--- config.mk ---
export PLATFORM = sky130hd
export DESIGN_NAME = sync_fifo
export DESIGN_NICKNAME = d
export VERILOG_FILES = /design/src/rtl/sync_fifo_pkg.sv /design/src/rtl/sync_fifo_ram.sv /design/src/rtl/sync_fifo.sv
export SDC_FILE = /design/constraint.sdc
export NUM_CORES = 1
export LEC_CHECK = 0
export CELL_PAD_IN_SITES_DETAIL_PLACEMENT = 1
export CELL_PAD_IN_SITES_GLOBAL_PLACEMENT = 1
export CORE_MARGIN = 5
export CORE_UTILIZATION = 38
export DETAILED_ROUTE_END_ITERATION = 10
export PLACE_DENSITY_LB_ADDON = 0.1
export SLEW_MARGIN = 10
export SYNTH_ARGS = -nofsm -noshare
export SYNTH_HDL_FRONTEND = slang
export SYNTH_HIERARCHICAL = 1
export SYNTH_SLANG_ARGS = --single-unit
--- constraint.sdc ---
create_clock -name CLK -period 4 [get_ports CLK]
set_clock_uncertainty 0.05 [all_clocks]
set_input_delay 0.4 -clock CLK [delete_from_list [all_inputs] [get_ports CLK]]
set_output_delay 0.4 -clock CLK [all_outputs]
set_load 0.05 [all_outputs]
--- src/rtl/sync_fifo_pkg.sv ---
// Shared types and helpers for the single-clock FIFO.
package sync_fifo_pkg;

    typedef enum logic {FIFO_STD, FIFO_FWFT} fifo_mode_e;

    // Width of an occupancy count that can hold 0..depth inclusive.
    function automatic int lvl_w(input int depth);
        return $clog2(depth) + 1;
    endfunction

endpackage

--- src/rtl/sync_fifo_ram.sv ---
// Simple dual-port storage: one write port, one registered read port.
// Only the read register clears; the array itself is never reset.
module sync_fifo_ram #(
    parameter int WIDTH = 32,
    parameter int DEPTH = 16,
    parameter int AW    = $clog2(DEPTH)
) (
    input  logic             CLK,
    input  logic             wr_en,
    input  logic [AW-1:0]    wr_addr,
    input  logic [WIDTH-1:0] wr_data,
    input  logic             rd_en,
    input  logic             rd_clr,
    input  logic [AW-1:0]    rd_addr,
    output logic [WIDTH-1:0] rd_data
);

    logic [WIDTH-1:0] mem [DEPTH];
    logic [WIDTH-1:0] rd_data_reg;

    always_ff @(posedge CLK) begin
        if (wr_en) begin
            mem[wr_addr] <= wr_data;
        end
    end

    // A read of the address being written returns the old contents.
    always_ff @(posedge CLK) begin
        if (rd_clr) begin
            rd_data_reg <= '0;
        end else if (rd_en) begin
            rd_data_reg <= mem[rd_addr];
        end
    end

    assign rd_data = rd_data_reg;

endmodule

--- src/rtl/sync_fifo.sv ---
// Single-clock FIFO with standard or first-word-fall-through output,
// occupancy count, almost flags, synchronous flush and sticky error flags.
module sync_fifo
    import sync_fifo_pkg::*;
#(
    parameter int         WIDTH     = 32,
    parameter int         DEPTH     = 16,
    parameter fifo_mode_e MODE      = FIFO_STD,
    parameter int         AF_THRESH = DEPTH - 2,
    parameter int         AE_THRESH = 2
) (
    input  logic                      CLK,
    input  logic                      reset,
    input  logic                      flush,
    input  logic [WIDTH-1:0]          din,
    input  logic                      wr_en,
    output logic                      wr_rdy,
    output logic                      full,
    output logic                      almost_full,
    input  logic                      rd_en,
    output logic                      rd_rdy,
    output logic [WIDTH-1:0]          dout,
    output logic                      empty,
    output logic                      almost_empty,
    output logic [lvl_w(DEPTH)-1:0]   level,
    output logic                      overflow,
    output logic                      underflow
);

    localparam int PW = $clog2(DEPTH);
    localparam int LW = lvl_w(DEPTH);
    localparam logic [LW-1:0] FULL_LVL = LW'(DEPTH);
    localparam logic [LW-1:0] AF_LVL   = LW'(AF_THRESH);
    localparam logic [LW-1:0] AE_LVL   = LW'(AE_THRESH);

    logic [PW-1:0]    wr_ptr_reg, wr_ptr_next;
    logic [PW-1:0]    rd_ptr_reg, rd_ptr_next;
    logic [LW-1:0]    level_reg, level_next;
    logic             full_reg, empty_reg, af_reg, ae_reg;
    logic             overflow_reg, underflow_reg;
    logic             clear, wr_acc, rd_acc;
    logic             ram_rd_en;
    logic [PW-1:0]    ram_rd_addr;
    logic [WIDTH-1:0] ram_rd_data;

    assign clear  = reset | flush;
    assign wr_acc = wr_en & ~full_reg  & ~clear;
    assign rd_acc = rd_en & ~empty_reg & ~clear;

    always_comb begin
        wr_ptr_next = wr_acc ? wr_ptr_reg + 1'b1 : wr_ptr_reg;
        rd_ptr_next = rd_acc ? rd_ptr_reg + 1'b1 : rd_ptr_reg;
        level_next  = level_reg;
        case ({wr_acc, rd_acc})
            2'b10:   level_next = level_reg + LW'(1);
            2'b01:   level_next = level_reg - LW'(1);
            default: level_next = level_reg;
        endcase
        if (clear) begin
            wr_ptr_next = '0;
            rd_ptr_next = '0;
            level_next  = '0;
        end
    end

    // Flags are registered from the next level so they track the edge just taken.
    always_ff @(posedge CLK) begin
        if (clear) begin
            wr_ptr_reg    <= '0;
            rd_ptr_reg    <= '0;
            level_reg     <= '0;
            full_reg      <= 1'b0;
            empty_reg     <= 1'b1;
            af_reg        <= 1'b0;
            ae_reg        <= 1'b1;
            overflow_reg  <= 1'b0;
            underflow_reg <= 1'b0;
        end else begin
            wr_ptr_reg <= wr_ptr_next;
            rd_ptr_reg <= rd_ptr_next;
            level_reg  <= level_next;
            full_reg   <= (level_next == FULL_LVL);
            empty_reg  <= (level_next == '0);
            af_reg     <= (level_next >= AF_LVL);
            ae_reg     <= (level_next <= AE_LVL);
            if (wr_en && full_reg) begin
                overflow_reg <= 1'b1;
            end
            if (rd_en && empty_reg) begin
                underflow_reg <= 1'b1;
            end
        end
    end

    sync_fifo_ram #(
        .WIDTH (WIDTH),
        .DEPTH (DEPTH)
    ) u_ram (
        .CLK     (CLK),
        .wr_en   (wr_acc),
        .wr_addr (wr_ptr_reg),
        .wr_data (din),
        .rd_en   (ram_rd_en),
        .rd_clr  (clear),
        .rd_addr (ram_rd_addr),
        .rd_data (ram_rd_data)
    );

    generate
        if (MODE == FIFO_FWFT) begin : g_fwft
            logic             bypass_sel_reg;
            logic [WIDTH-1:0] bypass_data_reg;

            // The RAM always prefetches the post-edge head; when that head is
            // the word being written this edge, the RAM returns stale data,
            // so the incoming word is captured alongside and selected instead.
            always_ff @(posedge CLK) begin
                if (clear) begin
                    bypass_sel_reg  <= 1'b0;
                    bypass_data_reg <= '0;
                end else begin
                    bypass_sel_reg  <= wr_acc && (level_reg == LW'(rd_acc));
                    bypass_data_reg <= din;
                end
            end

            assign ram_rd_en   = 1'b1;
            assign ram_rd_addr = rd_ptr_next;
            assign dout        = bypass_sel_reg ? bypass_data_reg : ram_rd_data;
        end else begin : g_std
            assign ram_rd_en   = rd_acc;
            assign ram_rd_addr = rd_ptr_reg;
            assign dout        = ram_rd_data;
        end
    endgenerate

    assign wr_rdy       = ~full_reg;
    assign full         = full_reg;
    assign almost_full  = af_reg;
    assign rd_rdy       = ~empty_reg;
    assign empty        = empty_reg;
    assign almost_empty = ae_reg;
    assign level        = level_reg;
    assign overflow     = overflow_reg;
    assign underflow    = underflow_reg;

endmodule

### After elaboration in Yosys (flattened, before gate mapping)

Memory sizes are Yosys's and may differ from the RTL's. A register that Yosys moved wholly into a read port is not among the register bits.
Index checks and enable logic that the tools add are counted.

* bitwise gates (word level): 8
* $mul: 0
* div/mod/pow operators: 0
* magnitude comparators: 2
* reductions and logical operators: 3
* eq/ne operators: 3
* muxes and demuxes: 4
* shift-type cells: 0
* add/subtract/negate cells: 4

Operators by type and width (number)
* case mux 5 bit (2 select lines): 1
* adder 4 x 1 -> 4 bit, second input constant: 2
* adder 5 x 1 -> 5 bit, second input constant: 1
* equality test 5 bit, second input constant: 1
* greater-or-equal comparator 5 x 4 -> 1 bit, second input constant: 1
* less-or-equal comparator 5 x 2 -> 1 bit, second input constant: 1
* zero test 5 bit: 1
* two-way mux 5 bit: 1
* subtractor 5 x 1 -> 5 bit, second input constant: 1
* AND 1 bit: 4
* inverter 1 bit: 3
* equality test 2 x 1 -> 1 bit, second input constant: 1
* equality test 2 bit, second input constant: 1
* logical AND 1 bit: 2
* two-way mux 1 bit: 2
* bitwise OR 1 bit: 1

* logic and storage cells: 34
* memory bits (read-only): 0
* memories kept: 1
* register bits: 19
* bits in writable memories: 512
* bits in latches: 0

Memory list
* u_ram.mem: words 16, width 32, rd ports 1, clocked after Yosys merged registers in 1, wr ports 1, RTL line sync_fifo_ram.sv:18 `logic [WIDTH-1:0] mem [DEPTH];`

### Logic depth before layout (Yosys ltp)

Gate-level depths: netlist of run 1.

* word-level depth: 7
* mapped depth: 11

### Modules after synthesis

The synthesis of run 1 kept the hierarchy.

Modules (own cells, without submodules)
* sync_fifo_ram: instances 1, cells an instance 1216, area an instance 20948.8 sq um
* sync_fifo: instances 1, cells an instance 106, area an instance 955.9 sq um

### Least setup slack after synthesis of run 1

No wires, ideal clock.

* kind: reg-to-reg
* start: register full_reg (netlist: full)
* end: memory u_ram.mem[0][0], enable pin
* slack: -219 ps
* setup time: 461 ps
* stages on the path, launching flop included: 7
* data arrival time: 3708 ps
* path through: dfxtp_1 nor2b_1 clkbuf_8 nand2_1 inv_1 or3b_2 nor3_1

* longest elaborated chain between the ends: 5

Ends and longest elaborated chain
* from (decl): RTL line sync_fifo.sv:39 `logic full_reg, empty_reg, af_reg, ae_reg;`
* from (signal assigned): RTL line sync_fifo.sv:82 `full_reg <= (level_next == FULL_LVL);`
* inverter 1 bit: RTL line sync_fifo.sv:47 `assign wr_acc = wr_en & ~full_reg & ~clear;`
* AND 1 bit (2 in a row): RTL line sync_fifo.sv:47
* via wr_acc: RTL line sync_fifo.sv:41 `logic clear, wr_acc, rd_acc;`
* two-way mux 1 bit: RTL line sync_fifo_ram.sv:22 `if (wr_en) begin`
* two-way mux 1 bit (not written as such): RTL line sync_fifo_ram.sv:23 `mem[wr_addr] <= wr_data;`
* to (decl): RTL line sync_fifo_ram.sv:18

The timed path passes the listed nets, and every way through them passes these cells.

### Worst setup path in the final report of run 1

* start: register empty_reg (netlist: empty)
* end: register full_reg (netlist: full)

* longest elaborated chain between the ends: 7

Ends and longest elaborated chain
* from (decl): RTL line sync_fifo.sv:39
* from (signal assigned): RTL line sync_fifo.sv:83 `empty_reg <= (level_next == '0);`
* inverter 1 bit *: RTL line sync_fifo.sv:48 `assign rd_acc = rd_en & ~empty_reg & ~clear;`
* AND 1 bit * (2 in a row): RTL line sync_fifo.sv:48
* equality test 2 x 1 -> 1 bit / equality test 2 bit (equally long branches): RTL line sync_fifo.sv:54 `case ({wr_acc, rd_acc})`
* case mux 5 bit (2 select lines) *: RTL line sync_fifo.sv:54
* two-way mux 5 bit *: RTL line sync_fifo.sv:59 `if (clear) begin`
* equality test 5 bit *: RTL line sync_fifo.sv:82

Every way passes the cells marked *; elsewhere a longest branch is shown, timed or not.
A chain may end at the register's enable or synchronous reset.

==> results.json, run 1 <==
{
  "synth-seq-area-share": 0.749,
  "total_leakage_power_nw": 7.87,
  "clkSinkCount": 563,
  "coreArea_um2": 57400,
  "grt_pass1_vias": 12700,
  "wirelength_mm": 55.1,
  "synth-seq-cells": 563,
  "avgRoutedWirePerCell_um": 24.4,
  "grtUsageMet2": 0.301,
  "synthXorXnorAreaFrac": 0.00434,
  "vias_per_cell": 5.19,
  "setup_violations": 0,
  "crit_path_start_kind": "register",
  "clk_pin_slew_ns": 0.06,
  "ff_latch_area_um2": 16400,
  "slew_headroom": 0.296,
  "cts_hold_buf": 0,
  "antenna_found_initial": 1,
  "ys_types": 46,
  "crit_fanout": 5,
  "outcome": "completed",
  "critPathCaptureType": "register",
  "port_buffers": 81,
  "worstPathCellList": "or4b_4 -> nor2_1 -> xor2_1 -> ha_1 -> and4_2 -> a41oi_1 -> a31oi_1 -> mux2i_2 -> o2111a_1",
  "drt-pass1-iter-count": 4,
  "dieHeight_um": 250,
  "max_stage_delay_ns": 0.56,
  "finalMaxSlewViolations": 0,
  "synth_edf_count": 512,
  "synth_most_common_cell": "edfxtp_1",
  "synthAdderAreaFrac": 0.00228,
  "tightest_slew_ns": 1.06,
  "cts_tree": "done",
  "reg2reg_from": "empty$_SDFF_PP1_",
  "period_needed_ns": 2.72,
  "power_density_nw_per_um2": 461,
  "cp_top_family": "simple AND/OR/NAND/NOR gates",
  "htree_num_levels": 2,
  "drive_gt1_frac": 0.112,
  "hold_viol": 0,
  "num_vias": 11700,
  "nFillCells": 5543,
  "nNetsFinal": 1487,
  "critPathLaunch": "empty$_SDFF_PP1_",
  "finalSetupTns_ns": 0,
  "use_met3": 0.0292,
  "synth_area_leader_cell": "edfxtp_1",
  "r2r_slack_ns": 1.28,
  "crit_slowest_cell": "or4b_4",
  "synth.mux.area_fraction": 0.119,
  "cts_buffers": 60,
  "drt_iter0_drc": 604,
  "ir_drop_mv": 0.312,
  "synth_top_family_by_area": "multiplexers",
  "hpwl_mm": 30.8,
  "design.die.area_um2": 62500,
  "synth_common_cells": "512 x edfxtp_1, 258 x mux2i_1, 104 x nand2_1",
  "cts_root_buf": "clkbuf_16",
  "multiInputGateArea_um2": 5050,
  "rsz0062_at_grt": "false",
  "gp_congestion": 0.713,
  "crit_required_ns": 4.50,
  "grt.overflow.total": 0,
  "synth_cells": 1322,
  "syn_area_um2": 21900,
  "synth_top_area_share": 0.702,
  "start_util": 0.382,
  "max_freq_ghz": 0.367,
  "placementRows": 88,
  "antenna_cells": 0,
  "cts_resized": 0,
  "largest_reg_flops": 512,
  "synth_area_leaders": "edfxtp_1 70%, mux2i_1 12%, dfxtp_1 4.7%",
  "ioPinCount": 82,
  "grt_max_degree": 54,
  "synth_warnings": 6,
  "async_flop_share": 0,
  "grt_pass1_wl_mm": 82.7,
  "clkLatencyLatePin_ns": 0.61,
  "synth_compound_area_frac": 0.0438,
  "postLayoutCoreUtil": 0.446,
  "max-clock-path-buffers": 3,
  "syn_nets": 1363,
  "cap_violations": 0,
  "min-delay-start": "u_ram/rd_data[20]$_SDFFE_PP0P_",
  "synth_area_per_cell_um2": 16.6,
  "global_route.peak_usage_layer": "met2",
  "synth_top_flop_cell": "edfxtp_1",
  "hold_class": "register to register",
  "post-cts-setup-buffer-count": 0,
  "cp.arrival_ns": 3.22,
  "syn2layout_area_growth_pct": 16.8,
  "finalCritPeriodShare": 0.681,
  "grt_use_total": 0.174,
  "die_w_um": 250,
  "ant_nets": 0,
  "drc": 0,
  "crit_type": "register to register",
  "met1_usage": 0.234,
  "synthSimpleGateAreaFrac": 0.0552,
  "crit_buf_inv": 0
}
tightest hold or removal path, stage by stage (launching register included):
cell and delay [ns]:
dfxtp_1 0.32, nand2_1 0.05, nand3_1 0.05
cells in the final DEF, fill, tap and decap left out, drive strengths merged, types with 32 or more instances in the layout:
master	count
edfxtp	512
mux2i	259
nand2	104
nand3	98
clkdlybuf4s50	81
clkbuf	81
a21oi	72
a22oi	65
dfxtp	51
buf	50
nor2	32
through the flow:
| stage | hold WS [ns] | setup WS, ns | instances | instance area, µm² | power [mW] |
|---|---|---|---|---|---|
| after floorplan | 0.449 | 0.130 | 1322 | 21900 | 6.61 |
| after global placement | 0.404 | 0.809 | 2149 | 23800 | 6.74 |
| after detailed placement | 0.395 | 0.730 | 2149 | 23800 | 6.75 |
| after CTS | 0.396 | 1.25 | 2260 | 25600 | 12.0 |
| after global routing | 0.426 | 0.983 | 2260 | 25600 | 12.2 |
| final | 0.403 | 1.28 | 2260 | 25600 | 11.8 |
path summary, 6_finish.rpt:
check                                        end  cells after the start
setup reg to reg                 full$_SDFF_PP0_                      9
hold / removal    u_ram/rd_data[20]$_SDFFE_PP0P_                      2
hold reg to reg   u_ram/rd_data[20]$_SDFFE_PP0P_                      2
setup / recovery                 full$_SDFF_PP0_                      9
layer usage:
metal  vias up  routed length [µm]
met2       190               27500
met4         2                 856
met3        67                1820
met1      6117               24900
li1       5363                   -
met5         -                  13
layout make-up:
type / instances / area share
Sequential cell: 563 / 0.641
Clock inverter: 30 / 0.00890
Timing Repair Buffer: 131 / 0.0517
Multi-Input combinational cell: 683 / 0.198
Inverter: 7 / 0.00122
Clock buffer: 81 / 0.0622
Tap cell: 765 / 0.0374
cells by family after synthesis:
group / after synthesis
AO/OA/AOI/OAI: 146
XOR/XNOR: 10
adder cells (fa/ha/maj): 4
buffers and inverters: 76
flip-flops: 563
multiplexers: 259
AND/OR/NAND/NOR: 264
report_power, final:
part / switching, mW / internal [mW]
sequential: 0.00776 / 6.43
combinational: 0.131 / 0.0529
clock: 2.21 / 2.96
Note: power is estimated with default switching activity, not from simulation.
==> run 2, diff against run 1 <==
==> constraint.sdc (replaced) <==
create_clock -name CLK -period 2.2 [get_ports CLK]
set_clock_uncertainty 0.05 [all_clocks]
set_input_delay 0.22 -clock CLK [delete_from_list [all_inputs] [get_ports CLK]]
set_output_delay 0.22 -clock CLK [all_outputs]
set_load 0.05 [all_outputs]
==> results.json, run 2 (synthesis gave the netlist of run 1 again) <==
{
  "clk_pin_slew_ns": 0.06,
  "outcome": "finished with violations",
  "grt.overflow.total": 0,
  "mostFrequentLayoutCells": "512 x edfxtp_1, 258 x mux2i_1, 103 x nand2_1, 95 x nand3_1, 70 x clkdlybuf4s50_1",
  "postLayoutCoreUtil": 0.474,
  "period_needed_ns": 2.53,
  "clockPowerShare": 0.467,
  "avgRoutedWirePerCell_um": 24.2,
  "finalMaxSlewViolations": 0,
  "dieHeight_um": 250,
  "coreArea_um2": 57400,
  "internal-power_mw": 18.3,
  "tightest_slew_ns": 0.657,
  "routed.top_layer": "met4",
  "setup_violations": 35,
  "start_util": 0.382,
  "cts_buffers": 61,
  "critPathCaptureType": "register",
  "swShare": 0.195,
  "grt_max_degree": 56,
  "power_density_nw_per_um2": 835,
  "total_leakage_power_nw": 8.60,
  "num_vias": 12100,
  "final_common_cell": "edfxtp_1",
  "sequentialPowerShare": 0.515,
  "placementRows": 88,
  "drive_gt1_frac": 0.184,
  "clkSinkCount": 563,
  "cap_violations": 0,
  "cp.arrival_ns": 3.04,
  "wl_met3_mm": 2.15,
  "crit_slowest_cell": "or4b_4",
  "max-clock-path-buffers": 3,
  "largest_reg_flops": 512,
  "crit_required_ns": 2.71,
  "finalSetupTns_ns": -2.19,
  "hold_viol": 0,
  "grt_pass1_wl_mm": 84.0,
  "p_total_mw": 22.7,
  "nNetsFinal": 1552,
  "wl_met1_mm": 26.5,
  "max_freq_ghz": 0.395,
  "grt_use_total": 0.176,
  "vias_per_cell": 5.19,
  "worstPathCellList": "or4b_4 -> nor2_4 -> xor2_1 -> ha_2 -> and4_4 -> a41oi_2 -> a31oi_2 -> mux2i_2 -> buf_4 -> a21o_1",
  "drt_iter0_drc": 741,
  "gp_congestion": 0.746,
  "ir_drop_mv": 0.607,
  "clkLatencyLatePin_ns": 0.63,
  "rsz0062_at_grt": "true",
  "design.die.area_um2": 62500,
  "slew_headroom": 0.560,
  "crit_type": "register to register",
  "drc": 0,
  "violations": "negative setup slack",
  "drt-pass1-iter-count": 5,
  "hpwl_mm": 31.0,
  "htree_num_levels": 2,
  "antenna_found_initial": 0,
  "wirelength_mm": 56.5,
  "p_switching_mw": 4.44,
  "grt_pass1_vias": 12800,
  "finalWorstSetupSlack_ns": -0.331,
  "syn2layout_area_growth_pct": 24.1,
  "max_stage_delay_ns": 0.56,
  "dr_wl_met2_mm": 26.9,
  "hold_class": "primary input to register",
  "crit_fanout": 4,
  "die_w_um": 250,
  "cts_root_buf": "clkbuf_16",
  "port_buffers": 81,
  "ioPinCount": 82,
  "finalCritPeriodShare": 1.15,
  "ant_nets": 0,
  "crit_path_start_kind": "register",
  "cts_tree": "done",
  "combPwrFrac": 0.018
}
-- run 2: changes by cell type in the layout (fill, tap and decap cells not counted), sizes merged, moves of 3 or more --
cell	before	now
buf	50	108
clkdlybuf4s50	81	70
dlygate4sd2	0	8
bufinv	3	10
clkbuf	81	84
dlymetal6s2s	0	3
-- run 2: stage by stage --
stage               instance area (µm²)  hold slack, ns  std cells  worst slack, ns
floorplan                         22100           0.269       1322           -0.387
global placement                  24600           0.394       2197           -0.703
detailed placement                24600           0.399       2197           -0.784
CTS                               26900           0.269       2321           -0.337
global route                      27200           0.329       2328           -0.426
finish                            27200           0.304       2329           -0.331
-- run 2: worst paths after layout --
check / endpoint / start / slack, ns / depth (start not counted)
max reg2reg: almost_full$_SDFF_PP0_ / empty$_SDFF_PP1_ / -0.33 / 10
min: underflow$_SDFFE_PP0P_ / rd_en / 0.30 / 4
max: almost_full$_SDFF_PP0_ / empty$_SDFF_PP1_ / -0.33 / 10
min reg2reg: u_ram/rd_data[27]$_SDFFE_PP0P_ / u_ram/rd_data[27]$_SDFFE_PP0P_ / 0.41 / 2
-- run 2: repair_timing --
action                     in CTS  in global routing
buffers inserted                6                  3
resized for setup              31                 44
cloned                          3                  5
pin swaps                       9                 14
setup endpoints to repair     394                175
hold buffers                    0                  0
-- run 2: critical path: cells and delay by family (launching register included) --
family / cells / cell delay [ns]
buf+inv: 1 / 0.17
xor+xnor: 1 / 0.16
mux: 1 / 0.34
flops: 1 / 0.32
simple gates: 3 / 0.89
compound gates: 3 / 0.34
fa+ha+maj: 1 / 0.21
-- run 2: area by class of cell --
cell class | count | area, µm²
antenna | 1 | 2.50
clock inverter | 36 | 449
inverter | 7 | 33.8
tap | 765 | 957
clock buffer | 79 | 1650
multi-input combinational | 683 | 5280
fill | 5469 | 30200
sequential | 563 | 16400
timing repair buffer | 195 | 2420
-- run 2: layer usage --
layer | up-vias | track usage
met3 | 65 | 0.0309
met5 | - | 0
met2 | 204 | 0.286
met1 | 6315 | 0.251
met4 | 0 | 0.0366
li1 | 5507 | -
-- run 2: power by group through the flow --
stage	sequential, mW	clock, mW	combinational [mW]
final	11.7	10.6	0.411
after floorplan	11.9	0	0.0856
after global placement	11.9	0	0.372
after global routing	11.7	11.4	0.450
after CTS	11.7	10.9	0.409
after detailed placement	11.9	0	0.385
==> run 3, diff against run 2 <==
--- a/config.mk
+++ b/config.mk
@@ -11,6 +11,7 @@
 export CORE_UTILIZATION = 38
 export DETAILED_ROUTE_END_ITERATION = 10
 export PLACE_DENSITY_LB_ADDON = 0.1
+export RECOVER_POWER = 100
 export SLEW_MARGIN = 10
 export SYNTH_ARGS = -nofsm -noshare
 export SYNTH_HDL_FRONTEND = slang
==> results.json, run 3 (synthesis gave the netlist of run 1 again) <==
{
  "max_stage_delay_ns": 0.56,
  "placementRows": 88,
  "wl_met1_mm": 26.3,
  "cts_hold_buf": 0,
  "ir_drop_mv": 0.606,
  "hold_viol": 0,
  "clkLatencyLatePin_ns": 0.63,
  "r2r_slack_ns": -0.33,
  "dieHeight_um": 250,
  "cts_buffers": 61,
  "max-clock-path-buffers": 3,
  "hpwl_mm": 31.0,
  "worstPathCellList": "or4b_4 -> nor2_4 -> xor2_1 -> ha_2 -> and4_4 -> a41oi_2 -> a31oi_2 -> mux2i_2 -> buf_4 -> a21o_1",
  "total_leakage_power_nw": 8.55,
  "drc": 0,
  "crit_path_start_kind": "register",
  "outcome": "finished with violations",
  "critPathCaptureType": "register",
  "coreArea_um2": 57400,
  "mostFrequentLayoutCells": "512 x edfxtp_1, 258 x mux2i_1, 103 x nand2_1, 95 x nand3_1, 67 x clkbuf_16",
  "start_util": 0.382,
  "p_total_mw": 22.7,
  "wl_met3_mm": 2.21,
  "die_w_um": 250,
  "htree_num_levels": 2,
  "grt.overflow.total": 0,
  "detailed_place.area_um2": 24600,
  "finalWorstSetupSlack_ns": -0.330,
  "period_needed_ns": 2.53,
  "reg2reg_from": "empty$_SDFF_PP1_",
  "design_area_um2": 27100,
  "critPathLaunch": "empty$_SDFF_PP1_",
  "grt_pass1_wl_mm": 84.0,
  "drt_iter0_drc": 768,
  "rsz0062_at_grt": "true",
  "crit_path_end": "almost_full$_SDFF_PP0_",
  "num_vias": 12100,
  "grt_max_degree": 56,
  "ioPinCount": 82,
  "setup_violations": 351,
  "pre_cts_slack_ns": -0.784,
  "drt-pass1-iter-count": 5,
  "cp.arrival_ns": 3.04,
  "worstReg2RegEnd": "almost_full$_SDFF_PP0_",
  "cts_tree": "done",
  "syn2layout_area_growth_pct": 23.7,
  "finalMaxSlewViolations": 0,
  "largest_reg_flops": 512,
  "grt_use_total": 0.176,
  "ant_nets": 0,
  "gp_congestion": 0.746,
  "wirelength_mm": 56.4,
  "r2r_cells": 10,
  "cp.depth": 10,
  "clk_pin_slew_ns": 0.06,
  "power_density_nw_per_um2": 837,
  "cp_top_family": "simple AND/OR/NAND/NOR gates",
  "max_freq_ghz": 0.395,
  "postLayoutCoreUtil": 0.472,
  "slew_headroom": 0.551,
  "finalSetupTns_ns": -16.61,
  "tightest_slew_ns": 0.671,
  "design.die.area_um2": 62500,
  "violations": "negative setup slack",
  "crit_type": "register to register",
  "final_common_cell": "edfxtp_1",
  "crit_fanout": 4,
  "routed.top_layer": "met5",
  "finalCritPeriodShare": 1.15,
  "grt_pass1_vias": 12800,
  "clkSinkCount": 563,
  "vias_per_cell": 5.19,
  "crit_required_ns": 2.71,
  "nNetsFinal": 1552,
  "crit_slowest_cell": "or4b_4",
  "dr_wl_met2_mm": 27.0,
  "cap_violations": 0,
  "drive_gt1_frac": 0.179,
  "antenna_found_initial": 4,
  "port_buffers": 81,
  "hold_class": "primary input to register",
  "cts_root_buf": "clkbuf_16",
  "crit_buf_inv": 1,
  "avgRoutedWirePerCell_um": 24.2
}
## run 3: final cells by class
type / instances / area, µm²
timing repair buffer: 195 / 2340
clock inverter: 36 / 449
multi-input combinational: 683 / 5260
tap: 765 / 957
inverter: 7 / 31.3
fill: 5480 / 30300
sequential: 563 / 16400
clock buffer: 79 / 1650
antenna: 1 / 2.50
## run 3: power by group
part	switching (mW)	total, mW	internal (mW)
clock	4.16	10.6	6.43
sequential	0.00943	11.7	11.7
combinational	0.262	0.393	0.131
## run 3: worst register-to-register path, cell delays in order (launching register included)
cell and delay (ns):
dfxtp_2 0.32, or4b_4 0.56, nor2_4 0.11, xor2_1 0.16, ha_2 0.21, and4_4 0.22
a41oi_2 0.04, a31oi_2 0.22, mux2i_2 0.34, buf_4 0.17, a21o_1 0.08
## run 3: per-layer routing
metal | vias up | global-route usage
met5 | - | 0
met2 | 205 | 0.286
met1 | 6308 | 0.251
met3 | 71 | 0.0309
met4 | 4 | 0.0366
li1 | 5501 | -
## run 3: worst min path at each step
stage / startpoint / end / slack, ns / depth (start not counted)
detailed placement: u_ram/rd_data[27]$_SDFFE_PP0P_ / u_ram/rd_data[27]$_SDFFE_PP0P_ / 0.40 / 2
CTS: rd_en / underflow$_SDFFE_PP0P_ / 0.27 / 4
global placement: u_ram/rd_data[18]$_SDFFE_PP0P_ / u_ram/rd_data[18]$_SDFFE_PP0P_ / 0.39 / 2
floorplan: din[0] / u_ram/mem[0][0]$_DFFE_PP_ / 0.27 / 0
finish: rd_en / underflow$_SDFFE_PP0P_ / 0.30 / 4
global route: rd_en / underflow$_SDFFE_PP0P_ / 0.33 / 4
## run 3: through the flow
stage	hold slack, ns	std cells
after global placement	0.394	2197
after global routing	0.329	2328
after CTS	0.269	2321
final	0.303	2329
after detailed placement	0.399	2197
after floorplan	0.269	1322
## run 3: what timing repair did
item,4_1_cts,5_1_grt
buffers inserted,6,3
setup endpoints to repair,394,175
resized for setup,31,44
pin swaps,9,14
cloned,3,5
